**config.mk**
```make
export PLATFORM = sky130hd
export DESIGN_NAME = vram_arbiter
export DESIGN_NICKNAME = d
export VERILOG_FILES = /design/src/rtl/video_pkg.sv /design/src/rtl/vram_fetch_addr.sv /design/src/rtl/vram_arbiter.sv
export SDC_FILE = /design/constraint.sdc
export NUM_CORES = 1
export LEC_CHECK = 0
export ABC_AREA = 1
export CAP_MARGIN = 5
export CORE_ASPECT_RATIO = 0.5
export CORE_UTILIZATION = 46
export CTS_BUF_LIST = sky130_fd_sc_hd__clkbuf_4 sky130_fd_sc_hd__clkbuf_8 sky130_fd_sc_hd__clkbuf_16
export DETAILED_ROUTE_END_ITERATION = 10
export PLACE_DENSITY = 0.94
export SYNTH_ARGS = -nofsm -noshare
export SYNTH_HDL_FRONTEND = slang
export SYNTH_SLANG_ARGS = --single-unit
```
**constraint.sdc**
```tcl
create_clock -name pixclk -period 7.5 [get_ports pixclk]
set_clock_uncertainty 0.05 [all_clocks]
set_input_delay 1.875 -clock pixclk [delete_from_list [all_inputs] [get_ports pixclk]]
set_output_delay 1.875 -clock pixclk [all_outputs]
set_load 0.02 [all_outputs]
```
**src/rtl/video_pkg.sv**
```systemverilog
// Shared text-mode video geometry and the CPU-port state encoding of the VRAM arbiter.
package video_pkg;
    localparam int COLS    = 80;
    localparam int ROWS    = 30;
    localparam int CELL_H  = 16;
    localparam int H_TOTAL = 800;
    localparam int V_TOTAL = 525;

    typedef enum logic [1:0] {
        ST_IDLE    = 2'd0,
        ST_RD_WAIT = 2'd1,
        ST_ACK     = 2'd2,
        ST_RELEASE = 2'd3
    } cpu_state_t;
endpackage

```
**src/rtl/vram_fetch_addr.sv**
```systemverilog
// Display-slot detect, line select and character-cell address for the text renderer.
module vram_fetch_addr #(
    parameter int COLS   = video_pkg::COLS,
    parameter int ROWS   = video_pkg::ROWS,
    parameter int CELL_H = video_pkg::CELL_H
) (
    input  logic [9:0]  hcnt,
    input  logic [9:0]  vcnt,
    output logic        fetch,
    output logic [11:0] fetch_addr
);
    localparam logic [9:0]  H_LAST_SLOT  = 10'(video_pkg::H_TOTAL - 2);
    localparam logic [9:0]  V_LAST       = 10'(video_pkg::V_TOTAL - 1);
    localparam logic [9:0]  ACTIVE_LINES = 10'(ROWS * CELL_H);
    localparam logic [7:0]  COLS_W       = 8'(COLS);
    localparam logic [11:0] COLS_K       = 12'(COLS);
    localparam int          ROW_SHIFT    = $clog2(CELL_H);

    logic [10:0] hp2;
    logic        wrap;
    logic [7:0]  col;
    logic [9:0]  line;
    logic [9:0]  row;
    logic        slot;
    logic [11:0] row_x_cols;

    // Column 0 is fetched at the end of the previous line, hence the wrap case.
    assign hp2  = {1'b0, hcnt} + 11'd2;
    assign wrap = (hcnt == H_LAST_SLOT);
    assign col  = wrap ? 8'd0 : hp2[10:3];
    assign slot = (hp2[2:0] == 3'd0) && (col < COLS_W);
    assign line = !wrap ? vcnt : ((vcnt == V_LAST) ? 10'd0 : vcnt + 10'd1);
    assign row  = line >> ROW_SHIFT;

    always_comb begin
        row_x_cols = '0;
        for (int i = 0; i < 12; i++) begin
            if (COLS_K[i]) row_x_cols = row_x_cols + ({2'b00, row} << i);
        end
    end

    assign fetch      = slot && (line < ACTIVE_LINES);
    assign fetch_addr = row_x_cols + {4'b0000, col};
endmodule

```
**src/rtl/vram_arbiter.sv**
```systemverilog
// Single-port VRAM arbiter: display fetches always win, CPU gets free cycles via a
// four-phase request/ack handshake.
//   state      | meaning
//   ST_IDLE    | waiting for cpu_req; grants on any cycle without a display fetch
//   ST_RD_WAIT | read issued last cycle, capture mem_rdata into cpu_rdata
//   ST_ACK     | one-cycle cpu_ack pulse
//   ST_RELEASE | wait for cpu_req to drop before accepting a new request
module vram_arbiter
    import video_pkg::cpu_state_t, video_pkg::ST_IDLE, video_pkg::ST_RD_WAIT,
           video_pkg::ST_ACK, video_pkg::ST_RELEASE;
#(
    parameter int COLS   = video_pkg::COLS,
    parameter int ROWS   = video_pkg::ROWS,
    parameter int CELL_H = video_pkg::CELL_H
) (
    input  logic        pixclk,
    input  logic        n_rst,
    input  logic [9:0]  hcnt,
    input  logic [9:0]  vcnt,
    input  logic        cpu_req,
    input  logic        cpu_we,
    input  logic [11:0] cpu_addr,
    input  logic [7:0]  cpu_wdata,
    output logic        cpu_ack,
    output logic [7:0]  cpu_rdata,
    output logic [11:0] mem_addr,
    output logic        mem_we,
    output logic [7:0]  mem_wdata,
    input  logic [7:0]  mem_rdata,
    output logic [7:0]  char_code
);
    cpu_state_t  state, state_nxt;
    logic        fetch;
    logic        fetch_q;
    logic [11:0] fetch_addr;
    logic        grant;

    vram_fetch_addr #(
        .COLS   (COLS),
        .ROWS   (ROWS),
        .CELL_H (CELL_H)
    ) u_fetch_addr (
        .hcnt       (hcnt),
        .vcnt       (vcnt),
        .fetch      (fetch),
        .fetch_addr (fetch_addr)
    );

    // Memory controls are combinational, so they are gated by n_rst to read zero in reset.
    assign grant = n_rst && (state == ST_IDLE) && cpu_req && !fetch;

    always_comb begin
        state_nxt = state;
        mem_addr  = '0;
        mem_we    = 1'b0;
        mem_wdata = '0;
        if (n_rst && fetch) begin
            mem_addr = fetch_addr;
        end else if (grant) begin
            mem_addr  = cpu_addr;
            mem_we    = cpu_we;
            mem_wdata = cpu_we ? cpu_wdata : 8'h00;
        end
        case (state)
            ST_IDLE:    if (grant) state_nxt = cpu_we ? ST_ACK : ST_RD_WAIT;
            ST_RD_WAIT: state_nxt = ST_ACK;
            ST_ACK:     state_nxt = ST_RELEASE;
            ST_RELEASE: if (!cpu_req) state_nxt = ST_IDLE;
            default:    state_nxt = ST_IDLE;
        endcase
    end

    always_ff @(posedge pixclk or negedge n_rst) begin
        if (!n_rst) begin
            state     <= ST_IDLE;
            fetch_q   <= 1'b0;
            char_code <= '0;
            cpu_rdata <= '0;
        end else begin
            state   <= state_nxt;
            fetch_q <= fetch;
            if (fetch_q) char_code <= mem_rdata;
            if (state == ST_RD_WAIT) cpu_rdata <= mem_rdata;
        end
    end

    assign cpu_ack = (state == ST_ACK);
endmodule

```
==> metrics list <==
- The routed design has ~5.3 mm of wire.
- In this run the power density over the cells is a little under 200 nW/um2.
- The worst register-to-register path begins at state[0].
- Maximum number of pins on one net before global-route repair: 25
* Category of cells accounting for the largest share of critical-path delay: buffers and inverters
- Counting instances, the worst hold path has a depth of 1.
- The worst path in the final design needs a cycle of just over 7000 ps, including I/O delays and setup.
- The clock reaches the later pin of the worst-skew pair after around 250 ps.
- Endpoint of the worst hold-timing path: char_code[7]
- CTS tree: built
- Fraction of the cycle the final worst path needs: between 90% and 100%
* R2R depth: 9
* Number of rows in the core area: 16
- Fraction of final layout cells sized beyond drive strength 1: 13.3%
- During synthesis, Yosys emitted a total of 0 warnings.
- The number of nets handed over by synthesis was 350.
- Overflow left after global routing: 0
- First-pass GRT wire length: between 9 and 10 mm
- The cell count after synthesis came out at around 280.
- In this run the static leakage power is 0.00147 uW.
- Worst slack, placed: between 20 and 25 ps
- Path type of the worst min-delay path: reg -> reg
- Setup repair after global routing left no endpoint under its margin.
* Cell-by-cell listing of the critical path: clkdlybuf4s50_1 > nand2_2 > nor2_2 > nand2_2 > nor2_4 > nand2_1 > nand2_1 > o21ai_0 > fa_1 > inv_1 > fa_1 > nand3_1 > nand2_1 > nand2_1 > nand2_1 > o21ai_1 > clkdlybuf4s50_1
* Avg Cell Area, Syn: around 7.2 um2
- For this run, the top clock speed supported by timing is 139 MHz.
- The first TritonRoute pass finished after 4 iterations.
- Commonest non-fill, non-tap cell in the layout: clkdlybuf4s50_1
* Share of synthesized area occupied by flip-flops and latches: a little under a quarter
- The initial antenna violation count was 0.
* DR WL/cell: between 10 and 15 um
- Slew Limit Fails: 0
- In this run the biggest area consumer among cell types represents between 20% and 30% of the synthesized area.
- Maximum count of clock buffers along a single path: 2
* Die Span Y: 48.6 um
- Endpoint of the worst-slack reg-to-reg timing path: state[1]
* Count of max-cap constraint violations: 0
- After Yosys synthesis, XOR and XNOR cells account for just over 3% of the synthesized area.
- Worst slew margin relative to its limit: between 60% and 70%
* Number of port buffers: between 80 and 90
- Final ANT Viol Nets: 0
* Final-layout setup total negative slack: 0 ps
- Critical Path Start Type: primary input
- Peak supply drop: between 0.0001 and 0.00015 V
- The library cells used most frequently in the layout, excluding fill and tap cells, are 87 x clkdlybuf4s50_1, 81 x nand2_1, 42 x inv_1.
- The number of clock buffers added by TritonCTS is 3.
* Global-route total usage across every layer: ~24%
- CTS hold repair buffers: 0
* Required time of the critical path: about 5600 ps
* Area growth from synthesis to layout: 49.9%
- Post-DP HPWL: between 4 and 5 mm
* Critical hold path startpoint: char_code[7]
- Across all hold checks on the routed design, the worst slack comes to 456 ps.
- The number of hold violations in the final report is 0.
- Number of H-tree branching levels: 1
- Initial Util: between 40% and 50%
- Synthesis inferred 19 register bits.
* Type of element capturing the critical path: output port
- Synthesis instantiated 30 different standard cells from the library.
* Critical path data arrival time: ~5300 ps
- For this run, asynchronously set or reset flops after synthesis account for 100%.
* Antenna cell count: 0
* Run status: completed
- Drt via density: about 5
- Slack of the worst reg-to-reg path: between 5000 and 6000 ps
- Cell with the largest stage delay on the worst path: clkdlybuf4s50_1
- In this design, the critical path's most frequently occurring cell is nand2_1.
* Most area-hungry cell type in the Yosys netlist: dfrtp_1
- Counting both buffers and inverters, the worst setup path holds a total of 3.
- At the pin with the least slew margin, the transition time is ~530 ps.
* Core Footprint: 4020 um2
- The via count of the first global-routing pass was roughly 2,200.
- Violation count after the first detailed-route iteration: a little under 60
- The synthesized netlist devotes ~5.3% of its cell area to compound gates.
- Sink Count: 19
- DRC violations left: 0
- Number of nets in the final layout: 440
- Detailed routing inserted a total of slightly above 2,000 vias.
* Crit path largest cell delay: roughly 620 ps
- Setup violation total in the final timing report: 0
- In this run the count of I/O pins placed on the die edge is 90.
- Max Fanout on Critical Path: 6
- Proportion of synthesized area in mux cells: between 9 and 10%
- Die area: around 4600 um2
- Root Buffer: clkbuf_8
- In this run the cell area of the synthesized design comes to roughly 2000 um2.
* Worst Setup Slack, final: 321 ps
* Gp weighted congestion: 0.867
- After synthesis, the largest family of logic cells by area is simple AND/OR/NAND/NOR gates.
* Horizontal extent of the die: 95.3 um
- Clk pin slew, worst setup/hold paths: about 70 ps
- Critical path start-end classification: in -> out
- Number of enable flip-flop cells after synthesis: 0
* Main area contributors after synthesis: dfrtp_1 24%, nand2_1 15%, ha_1 10%
* Top_reg_cell synth: dfrtp_1
* Basic-gate share of the synthesized area counting and, or, nand and nor cells: a little over a third
* Post-synthesis adder-cell area fraction: between 10% and 20%
cell usage after synthesis, types with 5 or more instances:
library cell,number
nand2_1,81
inv_1,42
nand3_1,23
dfrtp_1,19
ha_1,16
mux2_2,16
nor2_1,16
nand2_2,8
o21ai_0,7
o21ai_1,7
xnor2_1,5
state kept, by name, indices dropped and copies added, names as in the netlist:
| register | count |
|---|---|
| char_code | 8 |
| cpu_rdata | 8 |
| fetch_q | 1 |
| state | 2 |
through the flow:
stage | power [uW] | cells | area (um2) | utilization, %
after floorplan | 370 | 279 | 2000 | -
after global placement | 510 | 418 | 2940 | 73.0
after detailed placement | 528 | 418 | 2940 | 73.0
after CTS | 598 | 422 | 2980 | 74.1
after global routing | 636 | 422 | 3000 | 74.5
final | 592 | 422 | 3000 | 74.5
what timing repair did:
| action | 4_1_cts | 5_1_grt |
|---|---|---|
| gates resized for setup | 0 | 4 |
| setup buffers | 0 | 0 |
| endpoints found under the setup margin | 0 | 4 |
logic make-up after synthesis:
| group | after synthesis |
|---|---|
| multiplexers | 16 |
| flip-flops | 19 |
| AND/OR/NAND/NOR | 148 |
| buffers and inverters | 50 |
| AO/OA/AOI/OAI | 20 |
| adder cells (fa/ha/maj) | 19 |
| XOR/XNOR | 7 |
worst max path at each step:
stage                     startpoint  slack [ps]            to  depth (start not counted)
after floorplan              hcnt[1]        1130  mem_addr[11]                         15
after global placement       hcnt[3]         170  mem_addr[11]                         17
after detailed placement     hcnt[3]          20  mem_addr[11]                         17
after CTS                    hcnt[3]          20  mem_addr[11]                         17
after global routing         hcnt[8]          20   mem_addr[9]                         17
final                        hcnt[8]         320   mem_addr[9]                         17
layout make-up:
type / count / area (um2)
multi-input cells: 210 / 1340
inverters: 45 / 169
clock buffers: 3 / 41.3
well taps: 54 / 67.6
repair buffers: 90 / 903
clock inverters: 1 / 5.00
flip-flops and latches: 19 / 475
fillers: 307 / 1020
routing by layer:
layer	up-vias	track usage (%)	share of wire [%]
li1	1064	-	-
met5	-	0	0
met3	12	2.52	4.2
met1	940	26.4	39
met2	56	49.2	55
met4	0	7.58	2.0
power breakdown:
| group | internal, uW | switching, uW | leakage, uW |
|---|---|---|---|
| combinational | 178 | 179 | 0.00121 |
| clock | 36.8 | 31.6 | 0.0000255 |
| sequential | 143 | 23.4 | 0.000231 |
| total | 358 | 234 | 0.00147 |
Power figures use the tool's default switching activity.
